--- src/rtl/wptr_full_handler.sv ---
// -----------------------------------------------------------------------------
// wptr_full_handler
//
// Write-side pointer and status logic for an asynchronous FIFO. Holds the
// binary and Gray write pointers, derives the full / almost-full flags and the
// write-side fill level from the Gray read pointer that has already been
// synchronized into the write clock domain, and tracks writes that were
// rejected because the FIFO was full.
//
// Parameters
//   PTR_WIDTH  address width; FIFO depth is 2**PTR_WIDTH
//   AF_MARGIN  almost-full asserts when AF_MARGIN or fewer slots are free
//              (legal range 1..DEPTH-1)
//   OVF_CNT_W  width of the saturating rejected-write counter
//
// Ports
//   i_Wclk         write-domain clock, all state changes on its rising edge
//   i_Wrst_n       asynchronous active-low reset (release synchronized outside)
//   i_W_en         write request from the producer
//   i_g_rptr_sync  Gray read pointer, already synchronized into i_Wclk domain
//   i_clr_ovf      clears the overflow flag and counter on the next edge
//   o_mem_we       memory write strobe (combinational: i_W_en & ~o_full)
//   o_b_wptr       registered binary write pointer; low bits address memory
//   o_g_wptr       registered Gray write pointer, sent to the read domain
//   o_full         registered full flag
//   o_almost_full  registered almost-full flag
//   o_wlevel       registered fill level seen from the write side, 0..DEPTH
//   o_overflow     sticky flag: a write was attempted while full
//   o_ovf_cnt      saturating count of rejected writes
// -----------------------------------------------------------------------------
module wptr_full_handler #(
    parameter int unsigned PTR_WIDTH = 3,
    parameter int unsigned AF_MARGIN = 2,
    parameter int unsigned OVF_CNT_W = 8
) (
    input  logic                 i_Wclk,
    input  logic                 i_Wrst_n,
    input  logic                 i_W_en,
    input  logic [PTR_WIDTH:0]   i_g_rptr_sync,
    input  logic                 i_clr_ovf,
    output logic                 o_mem_we,
    output logic [PTR_WIDTH:0]   o_b_wptr,
    output logic [PTR_WIDTH:0]   o_g_wptr,
    output logic                 o_full,
    output logic                 o_almost_full,
    output logic [PTR_WIDTH:0]   o_wlevel,
    output logic                 o_overflow,
    output logic [OVF_CNT_W-1:0] o_ovf_cnt
);

    // Pointers carry one extra wrap bit above the address bits so that
    // "full" and "empty" (same address) can be told apart.
    localparam int unsigned PW    = PTR_WIDTH + 1;
    localparam int unsigned DEPTH = 1 << PTR_WIDTH;

    // Full when the write pointer is exactly one lap ahead of the read
    // pointer. In Gray code that means the two MSBs differ and every lower
    // bit matches, so the comparison mask flips only the top two bits.
    localparam logic [PW-1:0] FULL_MASK = PW'(3) << (PW - 2);

    // Level at and above which almost-full asserts.
    localparam logic [PW-1:0] AF_LEVEL = PW'(DEPTH - AF_MARGIN);

    // -------------------------------------------------------------------------
    // Registered state
    // -------------------------------------------------------------------------
    logic [PW-1:0]        b_wptr_q;
    logic [PW-1:0]        g_wptr_q;
    logic                 full_q;
    logic                 almost_full_q;
    logic [PW-1:0]        wlevel_q;
    logic                 overflow_q;
    logic [OVF_CNT_W-1:0] ovf_cnt_q;

    // -------------------------------------------------------------------------
    // Next-state values
    // -------------------------------------------------------------------------
    logic                 mem_we;
    logic                 write_rejected;
    logic [PW-1:0]        b_wptr_d;
    logic [PW-1:0]        g_wptr_d;
    logic [PW-1:0]        rbin;
    logic                 full_d;
    logic [PW-1:0]        wlevel_d;
    logic                 almost_full_d;
    logic                 overflow_d;
    logic [OVF_CNT_W-1:0] ovf_cnt_d;

    // A write is accepted only while the registered full flag is low; this is
    // what guarantees unread data is never overwritten. Because the read
    // pointer seen here lags the real one, full can only be reported late in
    // the "draining" direction, never early in the "filling" direction.
    assign mem_we         = i_W_en & ~full_q;
    assign write_rejected = i_W_en &  full_q;

    // Pointer advance and binary-to-Gray conversion.
    assign b_wptr_d = b_wptr_q + {{(PW-1){1'b0}}, mem_we};
    assign g_wptr_d = (b_wptr_d >> 1) ^ b_wptr_d;

    // Gray-to-binary of the synchronized read pointer: each binary bit is the
    // XOR of all Gray bits at and above its position.
    // NOTE: every variable assigned in an always_comb gets a default first, so
    // no path can leave it unassigned and infer a latch.
    always_comb begin
        rbin = '0;
        for (int i = 0; i < int'(PW); i++) begin
            rbin[i] = ^(i_g_rptr_sync >> i);
        end
    end

    // Full, level and almost-full are all computed from the pointer value that
    // is about to be loaded, so the flags line up with the registered pointer.
    assign full_d        = (g_wptr_d == (i_g_rptr_sync ^ FULL_MASK));
    assign wlevel_d      = b_wptr_d - rbin;
    assign almost_full_d = (wlevel_d >= AF_LEVEL);

    // Overflow tracking. A clear in the same cycle as a rejected write wins,
    // and the counter holds at all-ones instead of wrapping back to zero.
    always_comb begin
        overflow_d = overflow_q;
        ovf_cnt_d  = ovf_cnt_q;
        if (i_clr_ovf) begin
            overflow_d = 1'b0;
            ovf_cnt_d  = '0;
        end else if (write_rejected) begin
            overflow_d = 1'b1;
            if (!(&ovf_cnt_q)) begin
                ovf_cnt_d = ovf_cnt_q + 1'b1;
            end
        end
    end

    // -------------------------------------------------------------------------
    // State registers
    // -------------------------------------------------------------------------
    // NOTE: sequential state is updated with non-blocking assignments so that
    // every register samples the pre-edge values of the others.
    always_ff @(posedge i_Wclk or negedge i_Wrst_n) begin
        if (!i_Wrst_n) begin
            b_wptr_q      <= '0;
            g_wptr_q      <= '0;
            full_q        <= 1'b0;
            almost_full_q <= 1'b0;
            wlevel_q      <= '0;
            overflow_q    <= 1'b0;
            ovf_cnt_q     <= '0;
        end else begin
            b_wptr_q      <= b_wptr_d;
            g_wptr_q      <= g_wptr_d;
            full_q        <= full_d;
            almost_full_q <= almost_full_d;
            wlevel_q      <= wlevel_d;
            overflow_q    <= overflow_d;
            ovf_cnt_q     <= ovf_cnt_d;
        end
    end

    // -------------------------------------------------------------------------
    // Outputs
    // -------------------------------------------------------------------------
    assign o_mem_we      = mem_we;
    assign o_b_wptr      = b_wptr_q;
    assign o_g_wptr      = g_wptr_q;
    assign o_full        = full_q;
    assign o_almost_full = almost_full_q;
    assign o_wlevel      = wlevel_q;
    assign o_overflow    = overflow_q;
    assign o_ovf_cnt     = ovf_cnt_q;

endmodule

--- config.mk ---
export PLATFORM = sky130hd
export DESIGN_NAME = wptr_full_handler
export DESIGN_NICKNAME = d
export VERILOG_FILES = /design/src/rtl/wptr_full_handler.sv
export SDC_FILE = /design/constraint.sdc
export NUM_CORES = 1
export LEC_CHECK = 0
export CORE_UTILIZATION = 46
export CTS_CLUSTER_SIZE = 24
export DETAILED_ROUTE_END_ITERATION = 6
export MAX_ROUTING_LAYER = met4
export PLACE_DENSITY = 0.83
export SETUP_SLACK_MARGIN = 0.4
export SYNTH_ARGS = -nofsm -noshare
export SYNTH_HDL_FRONTEND = slang
export SYNTH_SLANG_ARGS = --single-unit
--- constraint.sdc ---
create_clock -name i_Wclk -period 3.1 [get_ports i_Wclk]
set_input_delay 0.31 -clock i_Wclk [delete_from_list [all_inputs] [get_ports i_Wclk]]
set_output_delay 0.31 -clock i_Wclk [all_outputs]
set_load 0.005 [all_outputs]
==> impl_table.tex <==
\begin{tabular}{lr}
\hline
Metric & Value \\
\hline
\multicolumn{2}{l}{\textbf{STA}} \\
\quad Summed negative setup slack over all endpoints & 0 ns \\
\quad Final setup violation count & 0 \\
\quad Relative max-transition margin & 0.350 \\
\quad Actual transition at the worst max-transition pin & 0.971 ns \\
\quad Count of endpoints failing hold in the final timing report & 0 \\
\quad Period utilisation layout & 0.790 \\
\quad Post-route clock skew & 0.00386 ns \\
\quad Minimum clock period after layout & 2.45 ns \\
\quad Setup repair after global routing missed its margin & false \\
\quad F\_max & 0.409 GHz \\
\quad Count of pins over their slew limit & 0 \\
\quad Min Hold Slack & 0.512 ns \\
\multicolumn{2}{l}{\textbf{Yosys}} \\
\quad Sequential-to-total area share from yosys stat & 0.490 \\
\quad Leading cell types by total area after synthesis & dfrtp\_1 (49\%), ha\_1 (6.7\%), xor2\_1 (6.2\%) \\
\quad Syn Inst Count & 101 \\
\quad Area of the mapped netlist & 0.00112 mm² \\
\quad Synth warnings & 0 \\
\quad Distinct cell type count after synthesis & 29 \\
\quad Yosys top cell by area & dfrtp\_1 \\
\quad Mapped Avg Cell Area & 11.1 µm² \\
\quad Number of nets produced by synthesis & 116 \\
\quad Area share of the largest cell type after synthesis & 0.490 \\
\quad Number of synthesized register bits & 22 \\
\multicolumn{2}{l}{\textbf{Die}} \\
\quad Top-level I/O count & 32 \\
\quad Die span in y & 51.4 µm \\
\quad Area of the core & 0.00225 mm² \\
\quad Std cell rows & 17 \\
\quad DIE WIDTH & 51.4 µm \\
\quad Full die area & 0.00264 mm² \\
\quad Starting utilization of the core area & 0.498 \\
\multicolumn{2}{l}{\textbf{Final layout}} \\
\quad Net count reported at finish & 151 \\
\quad Most common library cell in the layout ignoring fill and taps & clkdlybuf4s50\_1 \\
\quad Share of cells above drive strength 1 & 0.0519 \\
\quad Register cell area after layout & 551 µm² \\
\quad Inserted Diodes & 0 \\
\quad Leading cell types in the layout, fill and taps excluded & clkdlybuf4s50\_1 (31), dfrtp\_1 (22), xor2\_1 (8), xnor2\_1 (7), nor2\_1 (7) \\
\quad \# fillers & 197 \\
\quad Multi-input gate area in the final layout & 539 µm² \\
\quad Post-synthesis to final-layout area growth & 35.1\% \\
\multicolumn{2}{l}{\textbf{Drt}} \\
\quad Final WL & 2280 µm \\
\quad Average detailed-routed wire length per instance & 14.0 µm \\
\quad Number of nets with antenna violations after detailed routing & 0 \\
\quad Via-per-instance ratio & 5.25 \\
\quad First-pass detailed-route iteration total & 4 \\
\quad Number of design-rule violations left by the first detailed-router iteration & 13 \\
\quad Drt drc & 0 \\
\quad Number of vias after detailed routing & 856 \\
\multicolumn{2}{l}{\textbf{Power and ir drop}} \\
\quad Sequential fraction of design power & 0.328 \\
\quad Sw Pwr & 447 µW \\
\quad Switching share of power & 0.332 \\
\quad Leak Pwr & 0.677 nW \\
\quad Clock share of power & 0.160 \\
\quad Maximum VDD drop & 0.000595 V \\
\quad Combinational Power Share & 0.512 \\
\quad Power density normalized to cell area & 888 mW/mm² \\
\quad Internal Power & 900 µW \\
\multicolumn{2}{l}{\textbf{Setup path}} \\
\quad Cell repeated most along the worst path & ha\_1 \\
\quad Critical path's largest stage delay & 0.54 ns \\
\quad WS Path Type & in -> reg \\
\quad Worst setup EP type & register \\
\quad Data required time of the critical path & 3.31 ns \\
\quad Critical path peak fanout & 4 \\
\quad WP data arrival & 2.66 ns \\
\quad Startpoint kind of the worst setup timing path & input pin \\
\quad Worst Path Buf+Inv & 1 \\
\quad CP max stage cell & clkdlybuf4s50\_1 \\
\quad Critical path, cell by cell & clkdlybuf4s50\_1, nor2b\_1, ha\_1, ha\_1, xor2\_1, ha\_1, a21oi\_1, o21ai\_0, xor3\_1, a21o\_1 \\
\quad Dominant delay contributor by cell family on the critical path & adder cells \\
\multicolumn{2}{l}{\textbf{GRT}} \\
\quad Initial antenna violation count & 0 \\
\quad Maximum number of pins on one net before global-route repair & 23 \\
\quad Wire length of the first global-routing pass & 3860 µm \\
\quad Global-route total usage across every layer & 0.213 \\
\quad Total grt overflow & 0 \\
\quad Number of global-route vias before repair & 839 \\
\multicolumn{2}{l}{\textbf{Clocking}} \\
\quad Number of buffers inserted by hold repair at cts & 0 \\
\quad Number of buffers created by CTS & 3 \\
\quad H-tree depth & 1 \\
\quad \# Post-CTS Setup Buffers & 0 \\
\quad CTS tree & done \\
\quad Clock-pin slew on the worst setup and hold paths & 0.12 ns \\
\quad Sinks on Clock Net & 22 \\
\quad CTS root buffer & clkbuf\_4 \\
\quad Clock latency at the later pin of the worst-skew pair & 0.30 ns \\
\quad Buffer levels on the longest clock path & 2 \\
\quad Quantity of gates resized following cts & 0 \\
\multicolumn{2}{l}{\textbf{Placement}} \\
\quad Routability Congestion & 0.777 \\
\quad Estimated wirelength of the detail-placed design & 1800 µm \\
\quad Count of buffers inserted at the top-level ports & 31 \\
\multicolumn{2}{l}{\textbf{Job}} \\
\quad Number of max-capacitance violations reported & 0 \\
\multicolumn{2}{l}{\textbf{Hold path}} \\
\quad Worst hold path class & reg -> reg \\
\multicolumn{2}{l}{\textbf{Run status}} \\
\quad Run status & complete, no violations \\
\hline
\end{tabular}
-- power by group through the flow --
stage               Sequential (mW)  Combinational [mW]  Clock, mW
floorplan                     0.451               0.396          0
global placement              0.447               0.676          0
detailed placement            0.450               0.703          0
CTS                           0.445               0.705      0.224
global route                  0.452               0.757      0.233
finish                        0.442               0.689      0.216
-- metrics by stage --
stage	util	worst slack (ns)	instance area, µm²	total power, mW	std cells
finish	0.673	0.652	1520	1.35	163
global route	0.673	0.467	1520	1.44	163
CTS	0.673	0.664	1520	1.37	163
detailed placement	0.650	0.325	1470	1.15	159
global placement	0.650	0.458	1470	1.12	159
floorplan	-	0.798	1120	0.847	101
-- sequential cells by signal (all words and copies together) (netlist names) --
| signal | cells |
|---|---|
| o_full | 1 |
| o_g_wptr | 3 |
| o_overflow | 1 |
| o_ovf_cnt | 8 |
| o_wlevel | 4 |
| o_almost_full | 1 |
| o_b_wptr | 4 |
-- final cells by class --
type / instances / area share
clock buffers: 3 / 0.0148
clock inverters: 1 / 0.0198
inverters: 6 / 0.0148
multi-input cells: 71 / 0.355
flip-flops and latches: 22 / 0.363
well taps: 28 / 0.0231
repair buffers: 32 / 0.209
-- worst paths after layout --
check | startpoint | end | cells past startpoint | slack, ns
worst max-delay path | i_W_en | o_almost_full | 10 | 0.65
worst max register to register | o_full | o_almost_full | 9 | 0.78
min in group asynchronous | i_Wrst_n | o_ovf_cnt[3] | 1 | 0.53
max in group asynchronous | i_Wrst_n | o_b_wptr[1] | 1 | 1.98
worst min register to register | o_overflow | o_overflow | 2 | 0.51
worst min-delay path | o_overflow | o_overflow | 2 | 0.51
-- cell families (layout without fill, tap and decap cells) --
| group | Yosys count | in the layout | synth area share |
|---|---|---|---|
| AO/OA/AOI/OAI | 16 | 16 | 0.104 |
| flip-flops | 22 | 22 | 0.490 |
| XOR/XNOR | 16 | 16 | 0.138 |
| buffers and inverters | 8 | 42 | 0.0301 |
| adder cells (fa/ha/maj) | 7 | 7 | 0.0846 |
| AND/OR/NAND/NOR | 30 | 30 | 0.136 |
| multiplexers | 2 | 2 | 0.0178 |
-- Yosys cell counts (all sizes together) --
library cell / number
inv: 6
a221oi: 1
and3: 2
a21o: 1
xor3: 1
clkbuf: 1
nor3: 1
a2111oi: 1
nand4: 1
xor2: 8
nor2b: 4
a31oi: 1
nor2: 7
dfrtp: 22
buf: 1
or4: 3
o21ai: 2
nand2: 6
o211ai: 2
nand3: 4
fa: 1
o31ai: 2
a21oi: 5
and2: 2
a311oi: 1
ha: 6
xnor2: 7
mux2i: 2
-- worst reg2reg max path: stages (launching register included) --
cell,delay [ns]
dfrtp_1,0.45
nor2b_1,0.20
ha_1,0.22
ha_1,0.21
xor2_1,0.22
ha_1,0.30
a21oi_1,0.15
o21ai_0,0.10
xor3_1,0.21
a21o_1,0.17
-- routing by layer --
layer / vias up / share of wire / track usage
met2: 24 / 0.53 / 0.359
met5: - / 0 / -
li1: 418 / - / -
met1: 412 / 0.41 / 0.244
met3: 2 / 0.043 / 0.0417
met4: 0 / 0.011 / 0.0946
Note: power is estimated with default switching activity, not from simulation.
